$ cat config.mk
export PLATFORM = sky130hd
export DESIGN_NAME = frame_byte_reader
export DESIGN_NICKNAME = d
export VERILOG_FILES = /design/src/rtl/frame_byte_reader.sv
export SDC_FILE = /design/constraint.sdc
export NUM_CORES = 1
export LEC_CHECK = 0
export ABC_AREA = 1
export BUFFER_PORTS_ARGS = -buffer_cell sky130_fd_sc_hd__buf_4
export CORE_ASPECT_RATIO = 1.4
export CORE_MARGIN = 1.5
export CORE_UTILIZATION = 45
export CTS_CLUSTER_SIZE = 25
export DETAILED_ROUTE_END_ITERATION = 7
export PLACE_DENSITY = 0.76
export SYNTH_ARGS = -nofsm -noshare
export SYNTH_HDL_FRONTEND = slang
export SYNTH_SLANG_ARGS = --single-unit
$ cat constraint.sdc
create_clock -name clk_i -period 1.85 [get_ports clk_i]
set_input_delay 0.2775 -clock clk_i [delete_from_list [all_inputs] [get_ports clk_i]]
set_output_delay 0.2775 -clock clk_i [all_outputs]
set_load 0.01 [all_outputs]
$ cat src/rtl/frame_byte_reader.sv
// -----------------------------------------------------------------------------
// frame_byte_reader
//
// Drain side of the ping-pong sample buffer. A one-cycle buffer_ready_i pulse
// starts a frame: DEPTH signed samples are pulled over the buffer's
// valid/ready read port, and each one is serialised MSB byte first onto an
// 8-bit valid/ready byte stream that feeds the host link bridge.
// Samples are sent as raw two's-complement bits.
//
// Optional feature macro: FRAME_READER_HEADER_EN
//   defined   : every frame is prefixed by one SYNC_BYTE (HEADER state present)
//   undefined : IDLE goes straight to LOAD, frame is DEPTH*WIDTH/8 bytes
//
// Ports
//   clk_i           system clock
//   rst_ni          asynchronous active-low reset
//   buffer_ready_i  1-cycle pulse, a full frame is available
//   sample_data_i   sample from the buffer read port (signed, WIDTH bits)
//   sample_valid_i  sample_data_i valid
//   sample_ready_o  reader accepts a sample this cycle (high only in LOAD)
//   byte_data_o     serial byte out (registered)
//   byte_valid_o    byte_data_o valid (registered)
//   byte_ready_i    downstream accepts the byte
//   busy_o          FSM not in IDLE
//   frame_done_o    1-cycle pulse after the last byte of a frame is accepted
//   frame_drop_o    1-cycle pulse, buffer_ready_i arrived while busy
//   sample_count_o  samples consumed in the current frame
// -----------------------------------------------------------------------------
module frame_byte_reader #(
    parameter int         WIDTH      = 32,
    parameter int         DEPTH      = 16,
    parameter int         ADDR_WIDTH = $clog2(DEPTH),
    parameter logic [7:0] SYNC_BYTE  = 8'hA5
) (
    input  logic                    clk_i,
    input  logic                    rst_ni,
    input  logic                    buffer_ready_i,
    input  logic signed [WIDTH-1:0] sample_data_i,
    input  logic                    sample_valid_i,
    output logic                    sample_ready_o,
    output logic [7:0]              byte_data_o,
    output logic                    byte_valid_o,
    input  logic                    byte_ready_i,
    output logic                    busy_o,
    output logic                    frame_done_o,
    output logic                    frame_drop_o,
    output logic [ADDR_WIDTH:0]     sample_count_o
);

    localparam int BYTES_PER_SAMPLE = WIDTH / 8;
    localparam int IDX_W            = (BYTES_PER_SAMPLE > 1) ? $clog2(BYTES_PER_SAMPLE) : 1;

    localparam logic [IDX_W-1:0]    LAST_IDX = IDX_W'(BYTES_PER_SAMPLE - 1);
    localparam logic [IDX_W-1:0]    IDX_ONE  = IDX_W'(1);
    localparam logic [ADDR_WIDTH:0] DEPTH_C  = (ADDR_WIDTH + 1)'(DEPTH);
    localparam logic [ADDR_WIDTH:0] CNT_ONE  = (ADDR_WIDTH + 1)'(1);

    localparam logic [2:0] S_IDLE   = 3'd0;
`ifdef FRAME_READER_HEADER_EN
    localparam logic [2:0] S_HEADER = 3'd1;
`endif
    localparam logic [2:0] S_LOAD   = 3'd2;
    localparam logic [2:0] S_SHIFT  = 3'd3;
    localparam logic [2:0] S_DONE   = 3'd4;

    logic [2:0]            state_q, state_d;
    logic [WIDTH-1:0]      shreg_q, shreg_d;
    logic [IDX_W-1:0]      idx_q, idx_d;
    logic [ADDR_WIDTH:0]   count_q, count_d;
    logic                  byte_valid_q, byte_valid_d;
    logic [7:0]            byte_data_q, byte_data_d;
    logic                  frame_done_q, frame_done_d;
    logic                  frame_drop_q, frame_drop_d;
    logic [WIDTH-1:0]      shreg_shift_s;

`ifndef FRAME_READER_HEADER_EN
    // The sync byte has no consumer without the header state.
    logic unused_sync_s;
    assign unused_sync_s = ^SYNC_BYTE;
`endif

    assign shreg_shift_s = shreg_q << 4'd8;

    // Next-state and datapath decode for the frame FSM.
    always_comb begin
        state_d      = state_q;
        shreg_d      = shreg_q;
        idx_d        = idx_q;
        count_d      = count_q;
        byte_valid_d = byte_valid_q;
        byte_data_d  = byte_data_q;
        frame_done_d = 1'b0;
        // Any start request outside IDLE (DONE included) is discarded and flagged.
        frame_drop_d = buffer_ready_i && (state_q != S_IDLE);

        case (state_q)
            S_IDLE: begin
                if (buffer_ready_i) begin
                    count_d = '0;
                    idx_d   = '0;
`ifdef FRAME_READER_HEADER_EN
                    state_d      = S_HEADER;
                    byte_valid_d = 1'b1;
                    byte_data_d  = SYNC_BYTE;
`else
                    state_d      = S_LOAD;
`endif
                end else begin
                    state_d = S_IDLE;
                end
            end
`ifdef FRAME_READER_HEADER_EN
            S_HEADER: begin
                if (byte_ready_i) begin
                    state_d      = S_LOAD;
                    byte_valid_d = 1'b0;
                end else begin
                    state_d = S_HEADER;
                end
            end
`endif
            S_LOAD: begin
                if (sample_valid_i) begin
                    shreg_d      = sample_data_i;
                    count_d      = count_q + CNT_ONE;
                    idx_d        = '0;
                    state_d      = S_SHIFT;
                    byte_valid_d = 1'b1;
                    byte_data_d  = sample_data_i[WIDTH-1 -: 8];
                end else begin
                    state_d = S_LOAD;
                end
            end
            S_SHIFT: begin
                if (byte_ready_i) begin
                    if (idx_q == LAST_IDX) begin
                        byte_valid_d = 1'b0;
                        if (count_q == DEPTH_C) begin
                            state_d      = S_DONE;
                            frame_done_d = 1'b1;
                        end else begin
                            state_d = S_LOAD;
                        end
                    end else begin
                        // Next byte is taken from the already-shifted register so it
                        // is valid on the cycle right after the accept.
                        shreg_d     = shreg_shift_s;
                        idx_d       = idx_q + IDX_ONE;
                        byte_data_d = shreg_shift_s[WIDTH-1 -: 8];
                    end
                end else begin
                    state_d = S_SHIFT;
                end
            end
            S_DONE: begin
                state_d = S_IDLE;
            end
            default: begin
                state_d      = S_IDLE;
                byte_valid_d = 1'b0;
            end
        endcase
    end

    // State and output registers; reset aborts any frame in progress.
    always_ff @(posedge clk_i or negedge rst_ni) begin
        if (!rst_ni) begin
            state_q      <= S_IDLE;
            shreg_q      <= '0;
            idx_q        <= '0;
            count_q      <= '0;
            byte_valid_q <= 1'b0;
            byte_data_q  <= 8'h00;
            frame_done_q <= 1'b0;
            frame_drop_q <= 1'b0;
        end else begin
            state_q      <= state_d;
            shreg_q      <= shreg_d;
            idx_q        <= idx_d;
            count_q      <= count_d;
            byte_valid_q <= byte_valid_d;
            byte_data_q  <= byte_data_d;
            frame_done_q <= frame_done_d;
            frame_drop_q <= frame_drop_d;
        end
    end

    assign sample_ready_o = (state_q == S_LOAD);
    assign busy_o         = (state_q != S_IDLE);
    assign byte_valid_o   = byte_valid_q;
    assign byte_data_o    = byte_data_q;
    assign frame_done_o   = frame_done_q;
    assign frame_drop_o   = frame_drop_q;
    assign sample_count_o = count_q;

endmodule

==> out/metrics.yaml, run 1 <==
crit_type: "reg2reg"
critPathMaxFanout: 40
grt_pass1_vias: 1851
async_flop_share_pct: 100
gr-total-overflow: 0
r2r-start: "state_q[2]"
cts-root-buf: "clkbuf_8"
arrival_ns: 1.79
fin_crit_sh_pct: 84.8
chipHeight_um: 89.3
finalSetupViolCount: 0
tritoncts: "built"
synth_top_flop_cell: "dfrtp_1"
final_period_minus_worst_setup_slack_ns: 1.57
timing_hold_violations_final: 0
cts_inserted_buffers: 5
tightest_slew_ns: 0.556
min_path_type: "in2reg"
synthCells: 281
wirelength_um: 4620
yosysSeqAreaShare_pct: 47.0
routabilityCongestion: 0.836
clkSinkCount: 45
power.leakage_nw: 1.50
die_area_mm2: 0.00577
synth_seq_cells: 45
slew_viol_final: 0
grt_usage_pct: 18.0
yosys_warnings: 0
grt_antenna_before_repair: 0
fin_ws_ns: 0.282
drtIter0Drc: 112
synth_top_area_share_pct: 47.0
path_clk_slew_ns: 0.08
worstHoldStart: "sample_data_i[7]"
start_kind: "flip-flop"
status: "complete, no violations"
whs_path_depth: 3
fillers: 506
hold_ws_ns: 0.211
drive_gt1_share_pct: 32.6
rr_endpoint: "shreg_q[0]"
grt_pass1_wl_um: 8010
syn-cell-area_mm2: 0.00239
slew_headroom_pct: 63.0
routed_via_density: 4.91
dr.pass1.iters: 4
cp_slowest_cell: "dfrtp_1"
fmax_mhz: 638
area_growth_pct: 20.6
port_buffers: 54
peakVddDrop_v: 0.000597
dp_slack_ns: 0.110
clockBufferDepth: 2
synth_most_common_cell: "nand2_1"
grt_max_degree: 59
synth_edf_count: 0
hpwl_um: 3420
drc: 0
power_mw: 4.33
nNetsFinal: 373
rows: 31
placedCellCount: 391
start_util_pct: 46.4
avgSynthCellArea_um2: 8.52
detail_route.wl_per_cell_um: 11.6
ant_nets: 0
syn_nets: 321
vias: 1965
insertion_delay_ns: 0.29
r2r_cells: 8
ys_top_cells_by_area: "dfrtp_1 (47%), nand2_1 (9.4%), o21ai_2 (6.9%), o21ai_0 (6.3%), inv_1 (5.8%)"
antenna_cells: 0
core_area_mm2: 0.00516
crit_top_cell: "nand2_4"
hold_end: "shreg_q[7]"
drv_cap: 0
instances_no_fill: 400
cp_slowest_stage_delay_ns: 0.47
grt_setup_unrepaired: "false"
synth_common_cells: "nand2_1 (60), dfrtp_1 (45), inv_1 (37)"
yosys.area.top_type: "dfrtp_1"
synthDistinctLibCells: 27
h-tree-depth: 2
tns_ns: 0
reg2reg_slack_ns: 0.28
dieWidth_um: 64.7
finalClockSkew_ns: 0.00818
power_density_mw_per_mm2: 1500
endpoint_kind: "flip-flop"
path_cells: "inv_2, nand2_1, nor2_2, nand2_4, nand2_4, buf_12, nand3_1, o21ai_2"
required_ns: 2.07
io_pins: 55
==> final cells by class <==
cell class,instances,area [um2],area share (%)
clock buffer,6,72.6,2.51
clock inverter,2,10.0,0.346
inverter,39,149,5.15
multi-input combinational,184,998,34.6
sequential,45,1130,39.0
tap,66,82.6,2.86
timing repair buffer,58,450,15.6
==> how the worst max path moves through the flow <==
stage | from | end | slack, ns | cells after the start
final | state_q[2] | shreg_q[0] | 0.28 | 8
after global routing | state_q[2] | shreg_q[5] | 0.1 | 8
after detailed placement | state_q[1] | shreg_q[9] | 0.11 | 6
after CTS | state_q[1] | shreg_q[9] | 0.09 | 6
after floorplan | state_q[2] | shreg_q[11] | 0.43 | 7
after global placement | state_q[1] | shreg_q[9] | 0.18 | 6
==> flip-flops by register name, indices dropped and copies added, names as in the netlist <==
register and flops:
frame_done_o 1, frame_drop_o 1, byte_data_o 8, shreg_q 24, state_q 3, byte_valid_o 1, idx_q 2, sample_count_o 5
==> logic make-up (layout without fill, tap and decap cells) <==
kind of cell	Yosys count	after routing	synth area share, %
xor+xnor	1	1	0.366
compound gates	60	60	15.8
buf+inv	52	105	11.3
fa+ha+maj	3	3	1.57
simple gates	120	120	23.9
flops	45	45	47.0
==> layout by cell type (no fill, tap or decap), drive strengths merged, types with 3 or more instances in the layout <==
cell type and instances:
ha 3, clkbuf 6, nor3 4, a21oi 4, nand3 22, nor2 12, dfrtp 45, nand2 79
inv 39, o21ai 53, buf 57
==> timing repair <==
action | in CTS | in global routing
endpoints found under the setup margin | 0 | 23
setup buffers | 0 | 0
hold buffers | 1 | 0
resized for setup | 0 | 2
endpoints found under the hold margin | 35 | 0
==> through the flow <==
stage / cell area [um2] / util [%]
floorplan: 2390 / -
global placement: 2790 / 54.2
detailed placement: 2790 / 54.2
CTS: 2890 / 56.0
global route: 2890 / 56.0
finish: 2890 / 56.0
==> worst max-delay path: cells and delay by family, from the launching register on <==
family,cells,cell delay [ns]
buffers and inverters,2,0.34
AOI/OAI and AO/OA,1,0.08
DFF,1,0.47
and+or+nand+nor,5,0.57
==> report_power, final <==
group	switching (mW)	internal [mW]	total [mW]
combinational	1.33	0.848	2.18
sequential	0.188	1.39	1.58
clock	0.312	0.262	0.574
total	1.83	2.50	4.33
==> metal layers <==
layer / wire, um / share of wire (%) / up-vias / track usage (%)
met4: 78 / 1.7 / 0 / 5.80
li1: - / - / 999 / -
met3: 158 / 3.4 / 5 / 3.27
met1: 1890 / 41 / 925 / 21.0
met5: 0 / 0 / - / 0
met2: 2490 / 54 / 36 / 33.5
(Power assumes the default switching activity.)
==> run 2, diff against run 1 <==
--- a/config.mk
+++ b/config.mk
@@ -12,7 +12,7 @@
 export CORE_UTILIZATION = 45
 export CTS_CLUSTER_SIZE = 25
 export DETAILED_ROUTE_END_ITERATION = 7
-export PLACE_DENSITY = 0.76
+export PLACE_DENSITY = 0.79
 export SYNTH_ARGS = -nofsm -noshare
 export SYNTH_HDL_FRONTEND = slang
 export SYNTH_SLANG_ARGS = --single-unit
==> constraint.sdc (replaced) <==
create_clock -name clk_i -period 1.3 [get_ports clk_i]
set_input_delay 0.195 -clock clk_i [delete_from_list [all_inputs] [get_ports clk_i]]
set_output_delay 0.195 -clock clk_i [all_outputs]
set_load 0.01 [all_outputs]
==> run 2 against run 1 <==
Against the previous run:
- the run now ends with setup timing left
- combinational power grew 130%
- sequential share of layout area decreased by 6.4 points
- worst hold slack lost 0.088 ns
- register-to-register slack got worse by 0.41 ns
- sequential power increased by 44%
- critical path type is now reg2out
- critical endpoint is now busy_o
- largest cell class is now multi-input gates
- largest power group unchanged
- highest routed layer unchanged
==> out/metrics.yaml, run 2 (same netlist as run 1, synthesis figures left out) <==
wirelength_um: 5970
port_buffers: 54
drive_gt1_share_pct: 45.3
final_period_minus_worst_setup_slack_ns: 1.43
placedCellCount: 404
power_mw: 8.30
clkSinkCount: 45
finalSetupViolCount: 42
routed_via_density: 4.96
detail_route.wl_per_cell_um: 13.9
grt_pass1_vias: 2044
fin_ws_ns: -0.133
grt_setup_unrepaired: "true"
tritoncts: "built"
grt_usage_pct: 21.0
endpoint_kind: "output pin"
grt_max_degree: 46
drtIter0Drc: 121
fin_crit_sh_pct: 110
min_path_type: "in2reg"
chipHeight_um: 89.3
fillers: 397
crit_type: "reg2out"
crit_top_cell: "buf_6"
path_clk_slew_ns: 0.08
routabilityCongestion: 0.885
area_growth_pct: 44.8
dp_slack_ns: -0.0586
start_util_pct: 46.4
power_density_mw_per_mm2: 2390
grt_pass1_wl_um: 9290
path_depth: 4
vias: 2133
seq_area_mm2: 0.00113
violations: "setup timing"
finalClockSkew_ns: 0.00431
io_pins: 55
clockBufferDepth: 2
largest_register: "shreg_q"
path_cells: "buf_6, nor3_4, inv_1, buf_6"
core_area_mm2: 0.00516
crit_family: "flip-flops"
critPathMaxFanout: 4
slew_headroom_pct: 61.8
die_area_mm2: 0.00577
final_common_cell: "buf_4"
cp_slowest_cell: "dfrtp_2"
cp_slowest_stage_delay_ns: 0.44
multiInputGateArea_mm2: 0.00116
drc: 0
reg2reg_slack_ns: -0.13
h-tree-depth: 2
fmax_mhz: 698
instances_no_fill: 430
slew_viol_final: 0
required_ns: 1.11
ant_nets: 0
largest_reg_flops: 24
place_area_mm2: 0.00295
rows: 31
gr-total-overflow: 0
cts-root-buf: "clkbuf_8"
status: "finished, violations left"
insertion_delay_ns: 0.30
dr.pass1.iters: 4
hold_ws_ns: 0.123
finalCoreUtilization_pct: 67.2
worst-path-buf-inv: 3
arrival_ns: 1.24
drv_cap: 0
whs_path_depth: 3
antenna_cells: 0
hpwl_um: 3700
timing_hold_violations_final: 0
grt_antenna_before_repair: 0
dieWidth_um: 64.7
r2r_cells: 8
tightest_slew_ns: 0.573
power.leakage_nw: 1.77
start_kind: "flip-flop"
final_cell_mix: "buf_4 (66), nand2_1 (59), dfrtp_1 (42)"
peakVddDrop_v: 0.00144
tns_ns: -3.04
stdcell_area_mm2: 0.00347
cts_inserted_buffers: 5
nNetsFinal: 403
==> run 2: cell types whose count changed in the layout (fill, tap and decap cells not counted), sizes merged <==
cell / previous run / this run
buf: 57 / 86
clkinv: 2 / 0
clkbuf: 6 / 8
bufinv: 0 / 1
==> run 2: report_power, final <==
part	switching [mW]	internal (mW)	total [mW]
clock network	0.466	0.627	1.09
logic	2.58	2.35	4.93
registers	0.303	1.98	2.28
==> run 2: worst paths after layout <==
check                                       from      endpoint
worst max-delay path                  state_q[1]        busy_o
worst min-delay path            sample_data_i[5]    shreg_q[5]
worst max register to register        state_q[2]   shreg_q[13]
worst min register to register      byte_valid_o  byte_valid_o
max in group asynchronous                 rst_ni    state_q[2]
min in group asynchronous                 rst_ni  frame_drop_o
==> run 2: per-layer routing <==
metal  share of wire (%)  global-route usage, %  vias up  wire, um
met5                   0                      0        -         0
li1                    -                      -     1057         -
met4                 2.9                   7.93        0       175
met3                 4.3                   4.28       13       259
met1                  39                   24.4     1007      2330
met2                  54                   38.3       56      3210
==> run 2: tightest hold or removal path, stage by stage <==
cell     delay [ns]
buf_4          0.08
nand3_2        0.06
o21ai_2        0.05
==> run 2: cell type report <==
class,count,area share [%]
clock buffer,7,2.49
clock inverter,1,0.866
inverter,39,4.29
multi-input combinational,184,33.5
sequential,45,32.6
tap,66,2.38
timing repair buffer,88,23.9
==> run 2: repair_timing <==
item | 4_1_cts | 5_1_grt
hold buffers | 1 | 0
setup buffers | 8 | 9
pin swaps | 11 | 8
resized for setup | 45 | 36
gates cloned | 4 | 1
hold endpoints to repair | 45 | 0
setup endpoints to repair | 39 | 41
==> run 3, diff against run 2 <==
--- a/config.mk
+++ b/config.mk
@@ -12,7 +12,8 @@
 export CORE_UTILIZATION = 45
 export CTS_CLUSTER_SIZE = 25
 export DETAILED_ROUTE_END_ITERATION = 7
-export PLACE_DENSITY = 0.79
+export MAX_ROUTING_LAYER = met4
+export PLACE_DENSITY = 0.76
 export SYNTH_ARGS = -nofsm -noshare
 export SYNTH_HDL_FRONTEND = slang
 export SYNTH_SLANG_ARGS = --single-unit
==> constraint.sdc (replaced) <==
create_clock -name clk_i -period 1.6 [get_ports clk_i]
set_input_delay 0.24 -clock clk_i [delete_from_list [all_inputs] [get_ports clk_i]]
set_output_delay 0.24 -clock clk_i [all_outputs]
set_load 0.01 [all_outputs]
==> run 3 against run 2 <==
Against the previous run:
- the run now ends clean
- global-route usage decreased by 2.3 points
- wire length fell by 18%
- sequential share of layout area increased by 5.5 points
- critical endpoint is now shreg_q[13]
- largest power group unchanged
==> out/metrics.yaml, run 3 (same netlist as run 1, synthesis figures left out) <==
grt_pass1_vias: 1891
dr.pass1.iters: 4
largest_register: "shreg_q"
port_buffers: 54
start_kind: "flip-flop"
io_pins: 55
rows: 31
cp_slowest_cell: "dfrtp_1"
slew_viol_final: 0
rr_endpoint: "shreg_q[13]"
final_period_minus_worst_setup_slack_ns: 1.49
drc: 0
largest_reg_flops: 24
tritoncts: "built"
path_clk_slew_ns: 0.08
min_path_type: "in2reg"
dieWidth_um: 64.7
routed_via_density: 4.91
critPathMaxFanout: 32
final_cell_mix: "nand2_1 (60), buf_4 (57), dfrtp_1 (44)"
insertion_delay_ns: 0.29
area_growth_pct: 23.6
chipHeight_um: 89.3
tns_ns: 0
cts_inserted_buffers: 5
power.leakage_nw: 1.53
antenna_cells: 0
ant_nets: 0
grt_max_degree: 46
gr-total-overflow: 0
peakVddDrop_v: 0.000745
cp_slowest_stage_delay_ns: 0.46
slew_headroom_pct: 62.4
fin_crit_sh_pct: 92.8
crit_type: "reg2reg"
drive_gt1_share_pct: 33.7
die_area_mm2: 0.00577
grt_antenna_before_repair: 0
wirelength_um: 4920
power_density_mw_per_mm2: 1780
grt_pass1_wl_um: 8140
drv_cap: 0
timing_hold_violations_final: 0
fmax_mhz: 673
power_mw: 5.27
arrival_ns: 1.71
r2r-start: "state_q[1]"
r2r_cells: 7
finalClockSkew_ns: 0.00617
clkSinkCount: 45
required_ns: 1.83
path_cells: "nand2_2, nor2_4, inv_2, buf_12, o21ai_0, nand2_2, o21ai_2"
core_area_mm2: 0.00516
reg2reg_slack_ns: 0.11
crit_top_cell: "nand2_2"
clockBufferDepth: 2
tightest_slew_ns: 0.564
h-tree-depth: 2
cts-root-buf: "clkbuf_8"
nNetsFinal: 377
crit_start: "state_q[1]"
final_common_cell: "nand2_1"
grt_usage_pct: 18.7
endpoint_kind: "flip-flop"
status: "complete, no violations"
start_util_pct: 46.4
fillers: 472
finalSetupViolCount: 0
hpwl_um: 3600
grt_setup_unrepaired: "false"
drtIter0Drc: 91
detail_route.wl_per_cell_um: 12.2
critPathCapture: "shreg_q[13]"
vias: 1982
routabilityCongestion: 0.825
## run 3: changes by cell type in the layout (fill, tap and decap cells not counted), moves of 8 or more
cell and delta:
buf_4 -9, buf_6 -10, o21ai_0 +25, o21ai_1 -16
o21ai_2 -8
## run 3: worst min path at each step
stage	cells after the start	start	to	slack, ns
final	3	sample_data_i[6]	shreg_q[6]	0.18
after global routing	3	sample_data_i[6]	shreg_q[6]	0.16
after CTS	3	sample_data_i[6]	shreg_q[6]	0.17
after detailed placement	1	rst_ni	sample_count_o[2]	0.28
after global placement	1	rst_ni	sample_count_o[2]	0.27
after floorplan	0	rst_ni	byte_data_o[0]	-0.06
## run 3: timing repair
item / 4_1_cts / 5_1_grt
endpoints found under the hold margin: 45 / 0
hold buffers: 1 / 0
setup buffers: 0 / 0
setup endpoints to repair: 0 / 8
gates resized for setup: 0 / 1
## run 3: area by class of cell
type / instances / area, um2 / area share, %
sequential: 45 / 1130 / 38.1
multi-input combinational: 184 / 998 / 33.7
timing repair buffer: 62 / 523 / 17.7
inverter: 39 / 146 / 4.95
tap: 66 / 82.6 / 2.79
clock buffer: 6 / 72.6 / 2.45
clock inverter: 2 / 10.0 / 0.338
## run 3: worst max-delay path: cells and delay by family (launching register included)
family                 cells  cell delay [ns]
flip-flops                 1             0.46
AO/OA/AOI/OAI              2             0.36
buffers and inverters      2             0.23
AND/OR/NAND/NOR            3             0.35
## run 3: per-layer routing
| layer | share of wire [%] | GRT usage [%] | wire length, um | vias up |
|---|---|---|---|---|
| li1 | - | - | - | 999 |
| met1 | 41 | 21.2 | 2000 | 934 |
| met2 | 54 | 32.4 | 2680 | 41 |
| met3 | 3.1 | 3.53 | 153 | 8 |
| met4 | 1.8 | 8.12 | 88 | 0 |
| met5 | 0 | - | 0 | - |
## run 3: stage by stage
| step | cell area, um2 | hold slack [ns] | setup slack [ns] | std cells | util, % |
|---|---|---|---|---|---|
| after global routing | 2960 | 0.161 | 0.0202 | 404 | 57.4 |
| after floorplan | 2390 | -0.0556 | 0.175 | 281 | - |
| after CTS | 2930 | 0.169 | 0.108 | 403 | 56.9 |
| after detailed placement | 2840 | 0.276 | 0.132 | 394 | 55.1 |
| after global placement | 2840 | 0.273 | 0.169 | 394 | 55.1 |
| final | 2960 | 0.176 | 0.114 | 404 | 57.4 |
## run 3: report_power, final
| part | internal [mW] | switching [mW] |
|---|---|---|
| Sequential | 1.60 | 0.230 |
| Clock | 0.303 | 0.364 |
| Combinational | 1.15 | 1.62 |
| Total | 3.05 | 2.22 |
